`config.mk`:
```
export PLATFORM = sky130hd
export DESIGN_NAME = round_ctrl
export DESIGN_NICKNAME = d
export VERILOG_FILES = /design/src/rtl/round_ctrl.sv
export SDC_FILE = /design/constraint.sdc
export NUM_CORES = 1
export LEC_CHECK = 0
export ABC_AREA = 0
export ABC_CLOCK_PERIOD_IN_PS = 5700
export BUFFER_PORTS_ARGS = -buffer_cell sky130_fd_sc_hd__buf_2
export CORE_ASPECT_RATIO = 1.2
export CORE_MARGIN = 1
export CORE_UTILIZATION = 50
export CTS_CLUSTER_DIAMETER = 40
export DETAILED_ROUTE_END_ITERATION = 8
export PLACE_DENSITY = 0.81
export SYNTH_ARGS = -nofsm -noshare
export SYNTH_HDL_FRONTEND = slang
export SYNTH_SLANG_ARGS = --single-unit
export TNS_END_PERCENT = 20
```
`constraint.sdc`:
```
create_clock -name CLK -period 5.7 [get_ports CLK]
set_input_delay 0.855 -clock CLK [delete_from_list [all_inputs] [get_ports CLK]]
set_output_delay 0.855 -clock CLK [all_outputs]
set_load 0.05 [all_outputs]
```
`src/rtl/round_ctrl.sv`:
```
// Round sequencer for the 2-player factorization match: question request,
// answer arbitration, outcome pulses to the HP manager, match-end detection.
// Optional: define TIE_BREAK_EN to resolve simultaneous correct answers by alternating priority.
module round_ctrl #(
  parameter int unsigned ANS_TIMEOUT = 1000,
  parameter int unsigned HOLD_CYC    = 4,
  parameter int unsigned GAP_CYC     = 8
) (
  input  logic       CLK,
  input  logic       RST,
  input  logic       START,
  input  logic       Q_READY,
  input  logic       P1_VALID,
  input  logic       P1_OK,
  input  logic       P2_VALID,
  input  logic       P2_OK,
  input  logic [1:0] RESULT,
  output logic       HP_CLR,
  output logic       Q_REQ,
  output logic [1:0] OUTCOME,
  output logic [7:0] ROUND_CNT,
  output logic       MATCH_OVER,
  output logic [1:0] WINNER
);

  localparam int unsigned M1   = (ANS_TIMEOUT > HOLD_CYC) ? ANS_TIMEOUT : HOLD_CYC;
  localparam int unsigned MAXC = (M1 > GAP_CYC) ? M1 : GAP_CYC;
  localparam int unsigned CW   = $clog2(MAXC + 1);

  localparam logic [CW-1:0] ANS_LAST  = CW'(ANS_TIMEOUT - 1);
  localparam logic [CW-1:0] HOLD_LAST = CW'(HOLD_CYC - 1);
  localparam logic [CW-1:0] GAP_LAST  = CW'(GAP_CYC - 1);

  localparam logic [1:0] C_NONE = 2'b00;
  localparam logic [1:0] C_P1   = 2'b10;
  localparam logic [1:0] C_P2   = 2'b01;
  localparam logic [1:0] C_DRAW = 2'b11;

  typedef enum logic [2:0] {
    S_IDLE, S_CLR, S_QREQ, S_ANSWER, S_REPORT, S_GAP, S_CHECK, S_DONE
  } state_t;

  state_t          r_state;
  logic [CW-1:0]   r_cnt;
  logic            r_lock1;
  logic            r_lock2;
  logic [1:0]      r_latch;
  logic            r_hp_clr;
  logic            r_q_req;
  logic [1:0]      r_outcome;
  logic [7:0]      r_round_cnt;
  logic            r_match_over;
  logic [1:0]      r_winner;
`ifdef TIE_BREAK_EN
  logic            r_prio;      // 0: P1 wins next tie, 1: P2 wins next tie
`endif

  logic       w_p1_ok;
  logic       w_p1_bad;
  logic       w_p2_ok;
  logic       w_p2_bad;
  logic       w_tie;
  logic       w_lock1_nx;
  logic       w_lock2_nx;
  logic       w_res_hit;
  logic [1:0] w_latch_nx;
  logic [1:0] w_tie_code;
  logic       w_ans_done;
  logic [1:0] w_ans_code;

  assign w_p1_ok    = P1_VALID &  P1_OK & ~r_lock1;
  assign w_p1_bad   = P1_VALID & ~P1_OK & ~r_lock1;
  assign w_p2_ok    = P2_VALID &  P2_OK & ~r_lock2;
  assign w_p2_bad   = P2_VALID & ~P2_OK & ~r_lock2;
  assign w_tie      = w_p1_ok & w_p2_ok;
  assign w_lock1_nx = r_lock1 | w_p1_bad;
  assign w_lock2_nx = r_lock2 | w_p2_bad;

  // First valid RESULT wins; 11 is not a match result. Includes the CHECK cycle itself.
  assign w_res_hit  = (RESULT == C_P1) || (RESULT == C_P2);
  assign w_latch_nx = (r_latch != C_NONE) ? r_latch : (w_res_hit ? RESULT : C_NONE);

`ifdef TIE_BREAK_EN
  assign w_tie_code = r_prio ? C_P2 : C_P1;
`else
  assign w_tie_code = C_DRAW;
`endif

  always_comb begin
    w_ans_done = 1'b0;
    w_ans_code = C_NONE;
    if (w_tie) begin
      w_ans_done = 1'b1;
      w_ans_code = w_tie_code;
    end else if (w_p1_ok) begin
      w_ans_done = 1'b1;
      w_ans_code = C_P1;
    end else if (w_p2_ok) begin
      w_ans_done = 1'b1;
      w_ans_code = C_P2;
    end else if ((w_lock1_nx & w_lock2_nx) || (r_cnt == ANS_LAST)) begin
      w_ans_done = 1'b1;
      w_ans_code = C_DRAW;
    end
  end

  always_ff @(posedge CLK or posedge RST) begin
    if (RST) begin
      r_state      <= S_IDLE;
      r_cnt        <= '0;
      r_lock1      <= 1'b0;
      r_lock2      <= 1'b0;
      r_latch      <= '0;
      r_hp_clr     <= 1'b0;
      r_q_req      <= 1'b0;
      r_outcome    <= '0;
      r_round_cnt  <= '0;
      r_match_over <= 1'b0;
      r_winner     <= '0;
`ifdef TIE_BREAK_EN
      r_prio       <= 1'b0;
`endif
    end else begin
      case (r_state)
        S_IDLE, S_DONE: begin
          if (START) begin
            r_state      <= S_CLR;
            r_hp_clr     <= 1'b1;
            r_round_cnt  <= '0;
            r_winner     <= '0;
            r_latch      <= '0;
            r_match_over <= 1'b0;
`ifdef TIE_BREAK_EN
            r_prio       <= 1'b0;
`endif
          end
        end
        S_CLR: begin
          r_hp_clr <= 1'b0;
          r_q_req  <= 1'b1;
          r_state  <= S_QREQ;
        end
        S_QREQ: begin
          if (Q_READY) begin
            r_q_req <= 1'b0;
            r_cnt   <= '0;
            r_lock1 <= 1'b0;
            r_lock2 <= 1'b0;
            r_state <= S_ANSWER;
          end
        end
        S_ANSWER: begin
          if (w_ans_done) begin
            r_outcome <= w_ans_code;
            if (r_round_cnt != '1)
              r_round_cnt <= r_round_cnt + 8'd1;
            r_cnt     <= '0;
            r_state   <= S_REPORT;
`ifdef TIE_BREAK_EN
            if (w_tie)
              r_prio <= ~r_prio;
`endif
          end else begin
            r_cnt   <= r_cnt + 1'b1;
            r_lock1 <= w_lock1_nx;
            r_lock2 <= w_lock2_nx;
          end
        end
        S_REPORT: begin
          r_latch <= w_latch_nx;
          if (r_cnt == HOLD_LAST) begin
            r_outcome <= C_NONE;
            r_cnt     <= '0;
            r_state   <= S_GAP;
          end else begin
            r_cnt <= r_cnt + 1'b1;
          end
        end
        S_GAP: begin
          r_latch <= w_latch_nx;
          if (r_cnt == GAP_LAST)
            r_state <= S_CHECK;
          else
            r_cnt <= r_cnt + 1'b1;
        end
        S_CHECK: begin
          r_latch <= w_latch_nx;
          if (w_latch_nx != C_NONE) begin
            r_winner     <= w_latch_nx;
            r_match_over <= 1'b1;
            r_state      <= S_DONE;
          end else begin
            r_q_req <= 1'b1;
            r_state <= S_QREQ;
          end
        end
        default: r_state <= S_IDLE;
      endcase
    end
  end

  assign HP_CLR     = r_hp_clr;
  assign Q_REQ      = r_q_req;
  assign OUTCOME    = r_outcome;
  assign ROUND_CNT  = r_round_cnt;
  assign MATCH_OVER = r_match_over;
  assign WINNER     = r_winner;

endmodule

```
# == Word-level counts from Yosys, hierarchy flattened ==
# Cells that the tools add are included.
# word_totals
register_bits,32
inputBits,10
output_inout_bits,15
word_cells,121
# op_classes
addsub,2
eq_ne,23
mux,45
bitwise,16
reduce_logical,24
# op_table
cell,count
10-bit 2-to-1 mux,4
10-bit case mux with 4 select lines,1
8-bit 2-to-1 mux,3
3-bit case mux with 7 select lines,1
2-bit 2-to-1 mux,10
2-bit inequality test (second input constant),10
3-bit 2-to-1 mux,6
8-bit case mux with 2 select lines,1
2-bit nonzero test,8
3-bit AND reduction,5
3-bit equality test (second input constant),4
2-bit case mux with 2 select lines,3
1-bit 2-to-1 mux,11
10-bit by 1-bit adder with 10-bit output (second input constant),1
1-bit bitwise AND,10
10-bit equality test (second input constant),1
10-bit by 2-bit equality test with 1-bit output (second input constant),1
10-bit by 3-bit equality test with 1-bit output (second input constant),1
8-bit by 1-bit adder with 8-bit output (second input constant),1
8-bit inequality test (second input constant),1
1-bit case mux with 2 select lines,4
3-bit by 2-bit equality test with 1-bit output (second input constant),2
5-bit AND reduction,1
1-bit inverter,4
13 further kinds,16

# == Longest topological paths before layout ==
# depth
word_depth,12
depth_mapped,7
ltp_nobuf,6

# == Worst setup path before layout ==
# No wires, ideal clock.
# synth_timing
path_type,register to register
from,"reg r_round_cnt[0], in the netlist ROUND_CNT[0]"
to,"reg r_round_cnt[6], in the netlist ROUND_CNT[6]"
setup_ps,77
t_arrival_ps,2205
required_time_ps,5623
slack_ps,3418
stages_incl_launch_ff,8
n_path_buf,1
synth_period_minus_slack_ps,2282
path_cell_list,dfrtp_1 -> ha_1 -> and3_2 -> a41o_1 -> and2_1 -> clkbuf_2 -> or4_1 -> a21oi_1
# synth_between
elab_chain_cells,4
word_cells_on_any_way,7
cone_classes,add/sub: 1; eq/ne: 2; mux: 3; reduce/logical: 1
# synth_rtl
element,line_no,text
from (decl),51,logic [7:0] r_round_cnt;
from (signal assigned),156,r_round_cnt <= r_round_cnt + 8'd1;
8-bit by 1-bit adder with 8-bit output,156,
8-bit 2-to-1 mux,155,if (r_round_cnt != '1)
8-bit 2-to-1 mux,153,if (w_ans_done) begin
8-bit case mux with 2 select lines,124,case (r_state)
# Several ways; a longest one is shown, not always the timed one. The select of a mux whose other input is x is not followed.
# A chain may end at the register's enable or synchronous reset.

# == Worst setup path after layout ==
# layout_timing
from,in P2_OK
to,reg r_state[0]
# layout_between
elab_chain_cells,12
word_cells_on_any_way,15
cone_classes,eq/ne: 1; mux: 4; bitwise: 8; reduce/logical: 2
# layout_rtl
element,line_no,text
from (decl),16,"input logic P2_OK,"
1-bit inverter,74,assign w_p2_bad = P2_VALID & ~P2_OK & ~r_lock2;
1-bit bitwise AND (2 in a row),74,
1-bit bitwise OR,77,assign w_lock2_nx = r_lock2 | w_p2_bad;
1-bit bitwise AND,101,end else if ((w_lock1_nx & w_lock2_nx) || (r_cnt == ANS_LAST)) begin
1-bit logical OR,101,
1-bit 2-to-1 mux,101,
1-bit 2-to-1 mux,98,end else if (w_p2_ok) begin
1-bit 2-to-1 mux,95,end else if (w_p1_ok) begin
1-bit 2-to-1 mux *,92,if (w_tie) begin
2-bit inequality test (no line) *,n/a,
5-bit AND reduction (no line) *,n/a,
to (signal assigned),109,r_state <= S_IDLE;
to (signal assigned),127,r_state <= S_CLR;
to (signal assigned),141,r_state <= S_QREQ;
to (decl),43,state_t r_state;
# Mark *: on every way between the ends. The rest lies on a longest branch, timed or not.

==> metrics <==
CP Cell Sequence=buf_2 -> and3b_2 -> or3_4 -> o31ai_4 -> o22ai_1 -> a221oi_1; Post-CTS Resized=0; setup TNS=0 ps; status=completed; register area share after synthesis=39.6%; DR pass1 iterations=4; Longest Clk Path Bufs=2; Site Rows=24; Setup Skew=11.0 ps; post-synth net total=235; initial antenna violation count=0; drc violations=0; total power=0.00108 W; Peak VDD IR=205 µV; slew margin rel.=55.3%; Mapped Area=0.00202 mm²; WP buf/inv=1; Final ANT Viol Nets=0; largest net degree at the start of global routing=33; core box area=0.00375 mm²; first-pass GRT wire length=7.29 mm; crit end category=flop; Startpoint Class=input pin; Fin. Hold Viols=0; port buffer count=24; leakage dissipation=0.989 nW; clk sink count=32; H-tree lvl count=2; Worst path slowest cell=o31ai_4; CP arrival=2490 ps; P per Cell Area=484 mW/mm²; Setup Viol. Count Final=0; routability cong.=0.841; TritonCTS clock tree=yes; clk_lat worst skew=290 ps; placed cell count=289; die footprint=0.00430 mm²; final std cells w/o fill=296; Async SR Flop Fraction=100%; Worst Tran Pin Value=661 ps; Post-CTS Setup Bufs=0; Area Growth Syn to Fin=10.6%; wire per inst=14.4 µm; max-cap violations=0; layout cells sized above 1=20.5%; vias in the first global route=1672; Final #Nets=256; CTS Buf Count=5; Die X=60.0 µm; Yosys cell types=59; Post-synth EDFFs=0; RSZ-0062 raised after global routing=false; Tmin final=2300 ps; Top Ports=25; DP Wirelength=3.10 mm; total grt overflow=0; die span in y=71.6 µm; Initial Utilization=53.8%; fin util=59.5%; Top FF cell, synth=dfrtp_1; Mapped Cells=223; clk root buf=clkbuf_8; final WL=4.25 mm; vias per std cell=6.06; critical setup path kind=in -> reg; YS warnings=0; Worst path max stage delay=490 ps; CP Data Required Time=5890 ps; # fillers=341; Tcrit/Tclk final=40.4%; Syn Area/Cell=9.06 µm²; critical path peak fanout=16; top cell family by delay on the critical path=compound AO/OA/AOI/OAI gates; clock-pin slew on the worst setup and hold paths=60 ps; Max Clk Rate=434 MHz; register bit count reported by yosys=32; Via Count=1793; ANT cells=0; Max Slew Vio Count=0; All-Layer GR Usage=22.8%; 1st-iter DRT viols=89; HP Class=reg -> reg; cts hold-fix bufs=0
-- layer usage --
metal	vias up	wire length [µm]	track usage (%)
met1	854	1840	25.8
met2	38	2130	37.8
li1	892	-	-
met5	-	0	0
met4	0	114	13.4
met3	9	162	5.96
-- registers in the layout, summed over array words and instances, names as in the netlist --
name	cells
r_lock1	1
r_lock2	1
HP_CLR	1
r_cnt	10
r_latch	2
OUTCOME	2
WINNER	2
Q_REQ	1
MATCH_OVER	1
r_state	3
ROUND_CNT	8
-- final timing paths --
kind | from | endpoint | slack, ps | cells after the start
min reg2reg | MATCH_OVER | MATCH_OVER | 480 | 1
min in group asynchronous | RST | Q_REQ | 640 | 3
max in group asynchronous | RST | r_lock1 | 4750 | 3
min | MATCH_OVER | MATCH_OVER | 480 | 1
max reg2reg | r_cnt[0] | r_cnt[8] | 3410 | 6
max | P2_OK | r_state[0] | 3400 | 6
-- Yosys cell counts (all sizes together), types with 2 or more instances --
| cell | number | share of area, % |
|---|---|---|
| dfrtp | 32 | 40 |
| nand3 | 12 | 3.0 |
| o211ai | 2 | 0.74 |
| o2bb2ai | 2 | 0.87 |
| o22ai | 3 | 0.93 |
| buf | 7 | 2.4 |
| o31ai | 6 | 2.9 |
| a22oi | 3 | 1.1 |
| and3 | 5 | 1.7 |
| inv | 6 | 1.1 |
| a31oi | 17 | 5.3 |
| nand2b | 6 | 1.9 |
| nand4 | 3 | 1.2 |
| and3b | 2 | 0.93 |
| nor3 | 5 | 1.2 |
| or3 | 3 | 1.2 |
| or4 | 5 | 2.0 |
| nor4 | 2 | 0.93 |
| nand3b | 2 | 1.4 |
| nor2 | 15 | 2.8 |
| and2b | 2 | 0.87 |
| xor2 | 3 | 1.3 |
| and2 | 2 | 0.68 |
| clkbuf | 4 | 1.3 |
| ha | 2 | 1.2 |
| nor3b | 5 | 1.9 |
| a21oi | 11 | 2.7 |
| o41ai | 4 | 1.7 |
| o21a | 2 | 0.74 |
| a21o | 4 | 1.5 |
| nand2 | 19 | 3.5 |
| o21ai | 14 | 3.5 |
| mux2i | 2 | 0.99 |
-- placed cells by master, fill, tap and decap left out, drive strengths merged, types with 3 or more instances in the layout --
| cell type | instances |
|---|---|
| o22ai | 3 |
| or4 | 5 |
| a21oi | 11 |
| nand4 | 3 |
| inv | 6 |
| a22oi | 3 |
| clkbuf | 7 |
| a31oi | 17 |
| nor3b | 5 |
| a21o | 4 |
| buf | 25 |
| nand2b | 6 |
| o21ai | 14 |
| nor2 | 15 |
| nand3 | 12 |
| nand2 | 19 |
| xor2 | 3 |
| o41ai | 4 |
| or3 | 3 |
| and3 | 5 |
| nor3 | 5 |
| o31ai | 6 |
| dfrtp | 32 |
-- through the flow --
| stage | setup WS (ps) | instance area (µm²) | hold slack [ps] |
|---|---|---|---|
| after global routing | 3170 | 2230 | 512 |
| after CTS | 3400 | 2230 | 486 |
| after global placement | 3150 | 2140 | 453 |
| after floorplan | 3420 | 2020 | 472 |
| final | 3400 | 2230 | 476 |
| after detailed placement | 3100 | 2140 | 471 |
-- kinds of logic (layout without fill, tap and decap cells) --
family                   count (synthesis)  after routing  share of synthesized area [%]
XOR/XNOR                                 3              3                           1.30
AO/OA/AOI/OAI                           76             76                           25.8
multiplexers                             2              2                          0.991
AND/OR/NAND/NOR                         90             90                           26.0
flip-flops                              32             32                           39.6
adder cells (fa/ha/maj)                  2              2                           1.24
buffers and inverters                   18             39                           5.01
-- cell type report --
cell class,count,area (µm²),area share (%)
tap,52,65.1,2.91
clock buffer,7,96.3,4.31
sequential,32,801,35.8
multi-input combinational,173,1120,50.1
timing repair buffer,25,128,5.71
inverter,7,26.3,1.18
-- worst reg2reg max path: stages (launching register included) --
cell and delay, ps:
dfrtp_1 400, ha_1 240, nor4b_1 570, nand4_1 280, a21oi_1 430, a22oi_1 160
o31ai_1 110
-- report_power, final --
| group | internal (W) | total (W) | switching [W] |
|---|---|---|---|
| Clock | 0.000107 | 0.000189 | 0.0000816 |
| Combinational | 0.000170 | 0.000504 | 0.000333 |
| Sequential | 0.000287 | 0.000388 | 0.000101 |
Note: power is estimated with default switching activity, not from simulation.
